### src/rtl/fifo_flops_thr_if.sv
// Handshake/status bundle for fifo_flops_thr: the producer/consumer side uses the
// master modport, the FIFO itself uses the slave modport.
interface fifo_flops_thr_if #(
   parameter int depth = 16,
   parameter int bits  = 8
);
   logic                         push;
   logic                         pop;
   logic                         flush;
   logic                         clr_err;
   logic [bits-1:0]              Din;
   logic [bits-1:0]              Dout;
   logic                         full;
   logic                         empty;
   logic                         almost_full;
   logic                         almost_empty;
   logic [$clog2(depth+1)-1:0]   count;
   logic                         overflow;
   logic                         underflow;

   modport master (
      output push, pop, flush, clr_err, Din,
      input  Dout, full, empty, almost_full, almost_empty, count, overflow, underflow
   );

   modport slave (
      input  push, pop, flush, clr_err, Din,
      output Dout, full, empty, almost_full, almost_empty, count, overflow, underflow
   );
endinterface

### src/rtl/fifo_flops_thr.sv
// Flop-based synchronous FIFO with programmable almost-full/empty thresholds, occupancy
// count, flush and sticky error flags. Define FIFO_FWFT_EN for first-word fall-through reads.
module fifo_flops_thr #(
   parameter int depth    = 16,
   parameter int bits     = 8,
   parameter int AF_LEVEL = 12,
   parameter int AE_LEVEL = 2
) (
   input logic               clk,
   input logic               rst,
   fifo_flops_thr_if.slave   s
);
   localparam int CW = $clog2(depth + 1);
   localparam int PW = (depth > 1) ? $clog2(depth) : 1;

   // Explicit wrap so non-power-of-two depths work.
   function automatic logic [PW-1:0] f_next_ptr(input logic [PW-1:0] p);
      return (p == PW'(depth - 1)) ? '0 : p + 1'b1;
   endfunction

   logic [bits-1:0] r_mem [depth];
   logic [PW-1:0]   r_wr_ptr;
   logic [PW-1:0]   r_rd_ptr;
   logic [CW-1:0]   r_count;
   logic            r_overflow;
   logic            r_underflow;

   logic            w_full;
   logic            w_empty;
   logic            w_pop_acc;
   logic            w_push_acc;
   logic            w_ovf_evt;
   logic            w_udf_evt;

   assign w_full     = (r_count == CW'(depth));
   assign w_empty    = (r_count == '0);
   assign w_pop_acc  = s.pop & ~w_empty;
   assign w_push_acc = s.push & (~w_full | w_pop_acc);
   assign w_ovf_evt  = ~s.flush & s.push & ~w_push_acc;
   assign w_udf_evt  = ~s.flush & s.pop & ~w_pop_acc;

   always_ff @(posedge clk or negedge rst) begin
      if (!rst) begin
         r_wr_ptr    <= '0;
         r_rd_ptr    <= '0;
         r_count     <= '0;
         r_overflow  <= 1'b0;
         r_underflow <= 1'b0;
      end else begin
         if (s.flush) begin
            r_wr_ptr <= '0;
            r_rd_ptr <= '0;
            r_count  <= '0;
         end else begin
            if (w_push_acc) r_wr_ptr <= f_next_ptr(r_wr_ptr);
            if (w_pop_acc)  r_rd_ptr <= f_next_ptr(r_rd_ptr);
            case ({w_push_acc, w_pop_acc})
               2'b10:   r_count <= r_count + 1'b1;
               2'b01:   r_count <= r_count - 1'b1;
               default: r_count <= r_count;
            endcase
         end
         // A fresh error in the clearing cycle keeps the flag set.
         r_overflow  <= w_ovf_evt | (r_overflow  & ~s.clr_err);
         r_underflow <= w_udf_evt | (r_underflow & ~s.clr_err);
      end
   end

   always_ff @(posedge clk) begin
      if (w_push_acc && !s.flush) r_mem[r_wr_ptr] <= s.Din;
   end

`ifdef FIFO_FWFT_EN
   assign s.Dout = r_mem[r_rd_ptr];
`else
   logic [bits-1:0] r_dout;

   // When full with push+pop, the read samples the old word before the write replaces it.
   always_ff @(posedge clk or negedge rst) begin
      if (!rst) begin
         r_dout <= '0;
      end else if (w_pop_acc && !s.flush) begin
         r_dout <= r_mem[r_rd_ptr];
      end
   end

   assign s.Dout = r_dout;
`endif

   assign s.full         = w_full;
   assign s.empty        = w_empty;
   assign s.almost_full  = (r_count >= CW'(AF_LEVEL));
   assign s.almost_empty = (r_count <= CW'(AE_LEVEL));
   assign s.count        = r_count;
   assign s.overflow     = r_overflow;
   assign s.underflow    = r_underflow;
endmodule

### src/flat_wrapper.sv
// flat-port wrapper written by rule: the top's interface ports become plain ports
module fifo_flops_thr_flat 
#(
   parameter int depth    = 16,
   parameter int bits     = 8,
   parameter int AF_LEVEL = 12,
   parameter int AE_LEVEL = 2
)
  (clk, rst, s_push, s_pop, s_flush, s_clr_err, s_Din, s_Dout, s_full, s_empty, s_almost_full, s_almost_empty, s_count, s_overflow, s_underflow);
  fifo_flops_thr_if #(.depth(depth), .bits(bits)) s_i ();
  input logic clk;
  input logic rst;
  input wire logic [$bits(s_i.push)-1:0] s_push;
  input wire logic [$bits(s_i.pop)-1:0] s_pop;
  input wire logic [$bits(s_i.flush)-1:0] s_flush;
  input wire logic [$bits(s_i.clr_err)-1:0] s_clr_err;
  input wire logic [$bits(s_i.Din)-1:0] s_Din;
  output wire logic [$bits(s_i.Dout)-1:0] s_Dout;
  output wire logic [$bits(s_i.full)-1:0] s_full;
  output wire logic [$bits(s_i.empty)-1:0] s_empty;
  output wire logic [$bits(s_i.almost_full)-1:0] s_almost_full;
  output wire logic [$bits(s_i.almost_empty)-1:0] s_almost_empty;
  output wire logic [$bits(s_i.count)-1:0] s_count;
  output wire logic [$bits(s_i.overflow)-1:0] s_overflow;
  output wire logic [$bits(s_i.underflow)-1:0] s_underflow;
  assign s_i.push = s_push;
  assign s_i.pop = s_pop;
  assign s_i.flush = s_flush;
  assign s_i.clr_err = s_clr_err;
  assign s_i.Din = s_Din;
  assign s_Dout = s_i.Dout;
  assign s_full = s_i.full;
  assign s_empty = s_i.empty;
  assign s_almost_full = s_i.almost_full;
  assign s_almost_empty = s_i.almost_empty;
  assign s_count = s_i.count;
  assign s_overflow = s_i.overflow;
  assign s_underflow = s_i.underflow;
  fifo_flops_thr #(.depth(depth), .bits(bits), .AF_LEVEL(AF_LEVEL), .AE_LEVEL(AE_LEVEL)) u_core (.clk(clk), .rst(rst), .s(s_i));
endmodule
### config.mk
export PLATFORM = sky130hd
export DESIGN_NAME = fifo_flops_thr_flat
export DESIGN_NICKNAME = d
export VERILOG_FILES = /design/src/rtl/fifo_flops_thr_if.sv /design/src/rtl/fifo_flops_thr.sv /design/src/flat_wrapper.sv
export SDC_FILE = /design/constraint.sdc
export NUM_CORES = 1
export LEC_CHECK = 0
export CORE_MARGIN = 2
export CORE_UTILIZATION = 50
export DETAILED_ROUTE_END_ITERATION = 16
export GPL_ROUTABILITY_DRIVEN = 1
export PLACE_DENSITY = 0.71
export SLEW_MARGIN = 0
export SYNTH_ARGS = -nofsm -noshare
export SYNTH_HDL_FRONTEND = slang
export SYNTH_SLANG_ARGS = --single-unit
### constraint.sdc
create_clock -name clk -period 2.3 [get_ports clk]
set_clock_uncertainty 0.15 [all_clocks]
set_input_delay 0.46 -clock clk [delete_from_list [all_inputs] [get_ports clk]]
set_output_delay 0.46 -clock clk [all_outputs]
set_load 0.01 [all_outputs]
# After elaboration in Yosys (flattened, before gate mapping)
# Memory sizes are Yosys's and may differ from the RTL's. A register that Yosys moved wholly into a read port is not among the register bits.
# Index checks and enable logic that the tools add are counted.
# op_classes
n_eq_ne	5
add_sub_neg	4
n_shift	0
n_div	0
n_reduce_logical	8
mux	10
multipliers	0
bitwise_logic	17
order_cmp	2
# op_table
cell	n
4-bit 2-to-1 mux	6
5-bit one-hot mux with 2 select lines	1
4-bit by 1-bit adder with 4-bit output (second input constant)	2
1-bit bitwise AND	8
4-bit equality test (second input constant)	2
1-bit inverter	6
5-bit by 1-bit adder with 5-bit output (second input constant)	1
5-bit equality test (second input constant)	1
5-bit by 4-bit >= comparator with 1-bit output (second input constant)	1
5-bit by 2-bit <= comparator with 1-bit output (second input constant)	1
5-bit zero test	1
5-bit 2-to-1 mux	1
5-bit by 1-bit subtractor with 5-bit output (second input constant)	1
2-bit nonzero test	2
1-bit bitwise OR	3
3-bit nonzero test	1
2-bit by 1-bit equality test with 1-bit output (second input constant)	1
2-bit equality test (second input constant)	1
1-bit logical AND	2
1-bit zero test	2
1-bit 2-to-1 mux	2
# word_totals
latch_bits	0
romBits	0
ff_bits	15
mem_bits_rw	128
memories	1
output_inout_bits	19
# memory_table
name	depth	width	read_ports	rd_ports_with_merged_regs	wr	line_no	source
u_core.r_mem	16	8	1	1	1	fifo_flops_thr.sv:21	logic [bits-1:0] r_mem [depth];

# Logic depth before layout (Yosys ltp)
# logic_depth
ltp_word	8
ltp_mapped	9
depth_no_buf	9

# Worst setup path after synthesis
# No wires, ideal clock.
# synth_timing
path_kind	register to register
from	register u_core.r_count[1] (netlist: u_core.s.count[1])
to	register u_core.r_count[4] (netlist: u_core.s.count[4])
slack_ns	-0.185
required_ns	2.028
synth_period_minus_slack_ns	2.485
arrival_time_ns	2.213
path_stages_with_launch	10
path_buffers	0
setup_time_ns	0.122
cell_sequence	dfrtp_1 -> or4_4 -> o21ai_2 -> inv_2 -> ha_1 -> nand2b_1 -> a21oi_1 -> xnor2_1 -> o21ai_0 -> a32o_1
# synth_between
elab_chain_len	8
# synth_lines
item	line_no	source
start: declaration	fifo_flops_thr.sv:24	logic [CW-1:0] r_count;
start signal: assignment	fifo_flops_thr.sv:58	2'b10: r_count <= r_count + 1'b1;
start signal: assignment	fifo_flops_thr.sv:59	2'b01: r_count <= r_count - 1'b1;
start signal: assignment	fifo_flops_thr.sv:60	default: r_count <= r_count;
5-bit zero test	fifo_flops_thr.sv:36	assign w_empty = (r_count == '0);
1-bit inverter	fifo_flops_thr.sv:37	assign w_pop_acc = s.pop & ~w_empty;
1-bit bitwise AND	fifo_flops_thr.sv:37	
1-bit bitwise OR	fifo_flops_thr.sv:38	assign w_push_acc = s.push & (~w_full | w_pop_acc);
1-bit bitwise AND	fifo_flops_thr.sv:38	
2-bit by 1-bit equality test with 1-bit output / 2-bit equality test (equally long branches)	fifo_flops_thr.sv:57	case ({w_push_acc, w_pop_acc})
5-bit one-hot mux with 2 select lines	fifo_flops_thr.sv:57	
5-bit 2-to-1 mux	fifo_flops_thr.sv:50	if (s.flush) begin
# Parallel ways exist; a longest one is shown, timed or not.
# A chain may end at the register's enable or synchronous reset.

# Worst setup path in the final report
# layout_timing
from	register u_core.r_count[2] (netlist: u_core.s.count[2])
to	output port s_full
# layout_between
elab_chain_len	1
# layout_lines
item	line_no	source
5-bit equality test	fifo_flops_thr.sv:35	assign w_full = (r_count == CW'(depth));
end: declaration	flat_wrapper.sv:19	output wire logic [$bits(s_i.full)-1:0] s_full;
# Every way passes these cells.

==> run_summary.xml <==
<?xml version="1.0" encoding="UTF-8"?>
<metrics>
  <group name="power">
    <metric name="pwr-share-seq" unit="%">43.5</metric>
    <metric name="max-vdd-ir-drop" unit="µV">660.2</metric>
    <metric name="p_int" unit="µW">5465</metric>
    <metric name="p_leak" unit="µW">0.002650</metric>
    <metric name="share_clk_of_total_power" unit="%">32.2</metric>
    <metric name="power.density_cell_area" unit="nW/µm²">957.7</metric>
    <metric name="sw_frac_of_total" unit="%">26.72</metric>
    <metric name="power_switching" unit="µW">1992</metric>
    <metric name="p_comb_share" unit="%">24.3</metric>
  </group>
  <group name="yosys">
    <metric name="ys_async_sr_fraction" unit="%">15.23</metric>
    <metric name="synth.top_cells.by_area" unit="">edfxtp_1 63%, mux4_2 12%, dfrtp_1 9.4%</metric>
    <metric name="synth.most_common_cell" unit="">edfxtp_1</metric>
    <metric name="postSynthNetCount" unit="">368</metric>
    <metric name="yosysWarningCount" unit="">0</metric>
    <metric name="yosysTopAreaCell" unit="">edfxtp_1</metric>
    <metric name="ys_ff_latch" unit="">151</metric>
    <metric name="synth_enable_flop_cells" unit="">128</metric>
    <metric name="ys_types" unit="">38</metric>
    <metric name="ys_seq_area_share" unit="%">71.93</metric>
    <metric name="synth_commonest_cells" unit="">128 x edfxtp_1, 32 x mux4_2, 24 x nand2_1</metric>
    <metric name="post_synth_inst_count" unit="">345</metric>
    <metric name="postSynthAreaPerCell" unit="µm²">17.81</metric>
    <metric name="commonest_register_cell_after_synthesis" unit="">edfxtp_1</metric>
    <metric name="mappedNetlistArea" unit="µm²">6143</metric>
    <metric name="yosysTopAreaCellShare" unit="%">62.57</metric>
  </group>
  <group name="outcome">
    <metric name="violations" unit="">negative setup slack</metric>
    <metric name="outcome" unit="">finished with violations</metric>
  </group>
  <group name="placement">
    <metric name="gpl.final_weighted_congestion" unit="">0.8071</metric>
    <metric name="placement.io_buffers" unit="">32</metric>
    <metric name="dp_worst_setup_slack" unit="ns">-0.3363</metric>
    <metric name="dp_hpwl" unit="mm">7.675</metric>
    <metric name="placement.cell_area" unit="µm²">7019</metric>
  </group>
  <group name="finish">
    <metric name="final_design_area_no_fill" unit="µm²">7786</metric>
    <metric name="fillerInstances" unit="">814</metric>
    <metric name="utilization" unit="%">64.82</metric>
    <metric name="layout-drive-gt1-share" unit="%">31.67</metric>
    <metric name="area_delta_synth_final" unit="%">26.74</metric>
    <metric name="antenna_cells" unit="">0</metric>
    <metric name="nets" unit="">453</metric>
  </group>
  <group name="floorplan">
    <metric name="placement_rows" unit="">40</metric>
    <metric name="effective_utilization_at_floorplan" unit="%">51.15</metric>
    <metric name="coreArea" unit="µm²">12010</metric>
    <metric name="ios" unit="">33</metric>
    <metric name="die_y" unit="µm">114.8</metric>
    <metric name="die-area" unit="µm²">13190</metric>
    <metric name="chipWidth" unit="µm">114.8</metric>
  </group>
  <group name="grt">
    <metric name="antenna_violations_before_repair" unit="">0</metric>
    <metric name="global_route.overflow_total" unit="">0</metric>
    <metric name="grt_pass1_vias" unit="">3437</metric>
    <metric name="grt_first_pass_wirelength" unit="mm">19.39</metric>
    <metric name="grt_usage" unit="%">20.55</metric>
    <metric name="pin_count_of_the_biggest_net_entering_global_routing" unit="">37</metric>
  </group>
  <group name="clocking">
    <metric name="htreeDepth" unit="">4</metric>
    <metric name="numCtsBuffers" unit="">17</metric>
    <metric name="clkTransAtPathRegs" unit="ns">0.06</metric>
    <metric name="insertion_delay" unit="ns">0.41</metric>
    <metric name="tritoncts_clock_tree" unit="">yes</metric>
    <metric name="clock_tree.buffer_depth" unit="">2</metric>
    <metric name="clock_sinks" unit="">151</metric>
    <metric name="clk_root_buffer_cell" unit="">clkbuf_16</metric>
  </group>
  <group name="route">
    <metric name="via_per_inst" unit="">5.778</metric>
    <metric name="wl_per_cell" unit="µm">21.35</metric>
    <metric name="iteration_0_drc_count_of_the_detailed_router" unit="">239</metric>
    <metric name="first_pass_iters" unit="">5</metric>
    <metric name="route.vias.total" unit="">3403</metric>
    <metric name="totalWireLength" unit="mm">12.58</metric>
    <metric name="antenna_violating_nets_post_route" unit="">0</metric>
    <metric name="drcViolationCount" unit="">0</metric>
  </group>
  <group name="critical_path">
    <metric name="reg2reg_depth" unit="">9</metric>
    <metric name="cp.required" unit="ns">1.69</metric>
    <metric name="critPathMaxFanout" unit="">2</metric>
    <metric name="ff2ff_setup_slack" unit="ns">-0.08</metric>
    <metric name="critPathArrivalTime" unit="ns">1.83</metric>
    <metric name="worstReg2RegStart" unit="">u_core.s.count[2]</metric>
    <metric name="r2r_end" unit="">u_core.s.count[4]</metric>
    <metric name="crit_path_start_kind" unit="">register</metric>
    <metric name="setup.worst_path.class" unit="">register to output port</metric>
    <metric name="critical_path.endpoint_type" unit="">output port</metric>
  </group>
  <group name="timing">
    <metric name="final.period_utilization" unit="%">106.1</metric>
    <metric name="achievable-frequency" unit="MHz">409.6</metric>
    <metric name="post-route-worst-setup-slack" unit="ns">-0.1412</metric>
    <metric name="final-hold-violation-count" unit="">0</metric>
    <metric name="final-setup-viol-count" unit="">12</metric>
    <metric name="slew_headroom" unit="%">62.05</metric>
    <metric name="worst_slew_pin_slew" unit="ns">0.5675</metric>
    <metric name="rsz_0062_raised_after_global_routing" unit="">yes</metric>
    <metric name="finalMaxSlewViolations" unit="">0</metric>
    <metric name="post-route-min-period" unit="ns">2.441</metric>
  </group>
  <group name="worst_hold_path">
    <metric name="min_path_type" unit="">input pin to asynchronous set/reset pin</metric>
  </group>
  <group name="flow_run">
    <metric name="cap_violations" unit="">0</metric>
  </group>
</metrics>
==> critical path, cell delays in order (launching register included) <==
cell and delay (ns):
dfrtp_2 0.40, or4_4 0.56, buf_4 0.15, buf_6 0.11, nor2_2 0.07, buf_2 0.13
==> cell families after synthesis <==
kind of cell / after synthesis / share of synthesized area, %
buffers and inverters: 27 / 1.874
xor gates and xnor gates: 6 / 0.8554
and+or+nand+nor: 68 / 4.929
DFF: 151 / 71.93
muxes: 49 / 14.50
AOI/OAI and AO/OA: 35 / 3.951
adders and majority gates: 9 / 1.955
==> cells in the final DEF, fill, tap and decap left out, types with 3 or more instances in the layout <==
| cell type | count |
|---|---|
| mux4_2 | 32 |
| nand3_1 | 6 |
| buf_4 | 25 |
| nor3_4 | 4 |
| o221ai_1 | 8 |
| o21ai_0 | 3 |
| nand2b_1 | 3 |
| clkbuf_16 | 17 |
| edfxtp_1 | 128 |
| dfrtp_2 | 4 |
| nand2_4 | 4 |
| dfrtp_1 | 19 |
| nand2_1 | 18 |
| clkinvlp_4 | 3 |
| clkinv_4 | 3 |
| ha_4 | 3 |
| nor2_1 | 22 |
| clkinv_2 | 3 |
| xor2_1 | 4 |
| mux2i_1 | 17 |
| a21oi_1 | 6 |
| clkdlybuf4s50_1 | 29 |
| buf_6 | 18 |
| clkinv_1 | 3 |
| ha_1 | 5 |
| inv_1 | 9 |
| o21ai_1 | 4 |
| buf_12 | 7 |
==> worst max-delay path by stage <==
stage / to / startpoint / depth (start not counted) / slack (ns)
2_1_floorplan: u_core.s.count[4] / u_core.s.count[0] / 9 / -0.14
3_3_place_gp: u_core.s.count[4] / s_pop / 9 / -0.31
3_5_place_dp: u_core.s.count[4] / s_pop / 9 / -0.34
4_1_cts: u_core.s.count[3] / u_core.s.count[2] / 9 / -0.08
5_1_grt: u_core.s.count[4] / u_core.s.count[2] / 9 / -0.20
6_report: s_full / u_core.s.count[2] / 5 / -0.14
==> metal layers <==
metal	track usage [%]	up-vias	part of all wire (%)
met5	0	-	0
met4	5.301	0	1.1
met3	7.222	12	5.2
met2	32.16	95	50
met1	27.99	1760	43
li1	-	1536	-
==> through the flow <==
| stage | std cells | setup TNS, ns | hold slack [ns] | total power [µW] |
|---|---|---|---|---|
| floorplan | 345 | -0.2534 | 0.01441 | 4193 |
| global placement | 552 | -19.98 | 0.3377 | 4914 |
| detailed placement | 552 | -23.98 | 0.3538 | 4958 |
| CTS | 587 | -0.2072 | 0.2650 | 7412 |
| global route | 589 | -2.248 | 0.2782 | 7792 |
| finish | 589 | -0.5069 | 0.2703 | 7457 |
==> flip-flops by register name (all words and copies together) (netlist names) <==
register / count
u_core.r_mem: 128
u_core.r_rd_ptr: 4
u_core.r_wr_ptr: 4
u_core.s.Dout: 8
u_core.s.count: 5
u_core.s.overflow: 1
u_core.s.underflow: 1
==> area by class of cell <==
class | instances | area (µm²) | area share, %
clock buffers | 18 | 429.2 | 5.512
clock inverters | 13 | 83.83 | 1.077
inverters | 11 | 43.79 | 0.5624
multi-input cells | 168 | 1787 | 22.95
flip-flops and latches | 151 | 4424 | 56.82
well taps | 147 | 183.9 | 2.362
repair buffers | 81 | 834.6 | 10.72
==> power groups by stage <==
stage / clock network [µW] / registers [µW] / logic (µW)
detailed placement: 0 / 3280 / 1670
global placement: 0 / 3280 / 1630
finish: 2400 / 3240 / 1810
global route: 2560 / 3250 / 1980
floorplan: 0 / 3340 / 858
CTS: 2440 / 3230 / 1740
==> what timing repair did <==
action                                  CTS  global route
pin swaps                                 8             6
hold buffers                              0             0
buffers inserted                          3             7
resized for setup                        17            35
cloned                                    1             0
endpoints found under the setup margin    8           143
Power figures use the tool's default switching activity.
==> RTL edit: new RTL, same flow settings <==
The option `FIFO_FWFT_EN` is turned on by a define.
--- a/src/rtl/fifo_flops_thr.sv
+++ b/src/rtl/fifo_flops_thr.sv
@@ -1,4 +1,6 @@
 // Flop-based synchronous FIFO with programmable almost-full/empty thresholds, occupancy
 // count, flush and sticky error flags. Define FIFO_FWFT_EN for first-word fall-through reads.
+`define FIFO_FWFT_EN
+
 module fifo_flops_thr #(
    parameter int depth    = 16,
Function: changed (a bounded check fails within 4 cycles, from zero or initial values and one cycle with rst low).
==> RTL edit against the original RTL <==
The flow finishes with violations (DRC, setup timing). Core utilization rose by 2.6 points. Non-clock buffer count up 29. Sequential share of layout area down 2.4 points. Wire length up 6.3%. Sequential cell count decreased by 8. Cell area down 0.31%. Worst setup slack got worse by 450 ps. Fmax decreased by 16%. Synthesized area fell by 3.3%. Total power is 5.5% higher. Largest cell class unchanged.
==> RTL edit: results (changes against the original RTL) <==
* **Total GRT Usage** 22.1%, was 20.5%
* **fraction of met2 tracks used by global routing** 36.1%, was 32.2%
* **global routing met3 resource utilization** 5.25%, was 7.22%
* **capturing element of the worst setup path** s_Dout[5], was s_full
* **Plain + repair buffers** 110, was 81
* **total number of vias** 3375, was 3403
* **number of multi-input logic gates** 145, was 168
* **Pre-Repair DR Iteration Count** 10, was 5
* **total length of routed wires** 13.4 mm, was 12.6 mm
* **post-synthesis xor/xnor area fraction** 0.590%, was 0.855%
* **detailed-routing wirelength on met1** 5.43 mm, was 5.45 mm
* **total negative setup slack** -5060 ps, was -507 ps
* **gp weighted congestion** 0.820, was 0.807
* **clock buffer count in the final layout** 26, was 18
* **Critical R2R Launch** u_core.s.count[0], was u_core.s.count[2]
* **area used by multi-input combinational logic** 0.00170 sq mm, was 0.00179 sq mm
* **post-route worst setup slack** -596 ps, was -141 ps
* **fraction of registers with async set/reset** 10.5%, was 15.2%
* **top post-synthesis cells by area** edfxtp_1, mux4_2, dfrtp_1, ha_1, nor2_1, was edfxtp_1, mux4_2, dfrtp_1, mux2i_1, ha_1
* **sequential area share after synthesis** 71.0%, was 71.9%
* **Peak supply drop** 0.595 mV, was 0.660 mV
* **vias in the first global route** 3516, was 3437
* **result of the run** finished, violations left, unchanged
* **average vias per placed instance** 5.79, was 5.78
* **Place WS** -459 ps, was -336 ps
* **Pint** 0.00584 W, was 0.00546 W
* **proportion of cell area spent on the clock network** 7.11%, was 6.59%
* **Detail Route met2 WL** 6.82 mm, was 6.34 mm
* **DRC violation total after the first TritonRoute iteration** 296, was 239
* **violated checks** DRC, setup timing, was setup timing
* **Register-to-Register Setup Slack** -250 ps, was -80 ps
* **total half-perimeter wirelength after legalization and detailed placement** 8.06 mm, was 7.68 mm
* **fraction of area in non-clock buffers** 13.7%, was 10.7%
* **cell count after placement** 530, was 552
* **Pleak** 2.75 nW, was 2.65 nW
* **register bit count reported by yosys** 143, was 151
* **share of the synthesized area in compound gates (AO/OA/AOI/OAI)** 4.28%, was 3.95%
* **met1 layer usage reported by global route** 29.4%, was 28.0%
* **power share of the combinational group** 30.3%, was 24.3%
* **footprint of the flip-flops and latches** 0.00422 sq mm, was 0.00442 sq mm
* **launch point of the critical path** u_core.r_rd_ptr[0], was u_core.s.count[2]
* **Non-Clock Inverter Count** 10, was 11
* **distinct cell type count after synthesis** 44, was 38
* **number of fill cells in the layout** 749, was 814
* **Residual DRC** 1, was 0
* **final layout net count** 450, was 453
* **Mapped Cells** 312, was 345
* **Clk network pwr share** 31.9%, was 32.2%
* **Setup-failing EPs final** 14, was 12
* **Synth Area in Adders** 2.02%, was 1.96%
-- RTL edit: cell count changes after synthesis, sizes merged, moves of 5 or more --
cell	unedited run	this run
mux2i	17	2
nand2	24	10
dfrtp	23	15
mux4	32	40
o221ai	8	0
o211ai	0	5
-- RTL edit: metrics by stage --
| step | cell area (sq um) | hold WS, ps | power [W] |
|---|---|---|---|
| after floorplan | 6010 | 14.4 | 0.00421 |
| after global placement | 6880 | 322 | 0.00485 |
| after CTS | 7680 | 209 | 0.00781 |
| after global routing | 7760 | 228 | 0.00819 |
| final | 7760 | 210 | 0.00786 |
| after detailed placement | 6880 | 328 | 0.00488 |
-- RTL edit: timing repair --
item,in CTS,in global routing
hold buffers,0,0
pin swaps,8,9
endpoints found under the hold margin,0,0
endpoints found under the setup margin,14,19
cloned,2,0
resized for setup,65,12
buffers inserted,16,4
-- RTL edit: critical path: stages (launching register included) --
cell and delay [ps]:
dfrtp_2 430, buf_6 150, buf_12 130, mux4_2 520, mux4_2 490, buf_6 140
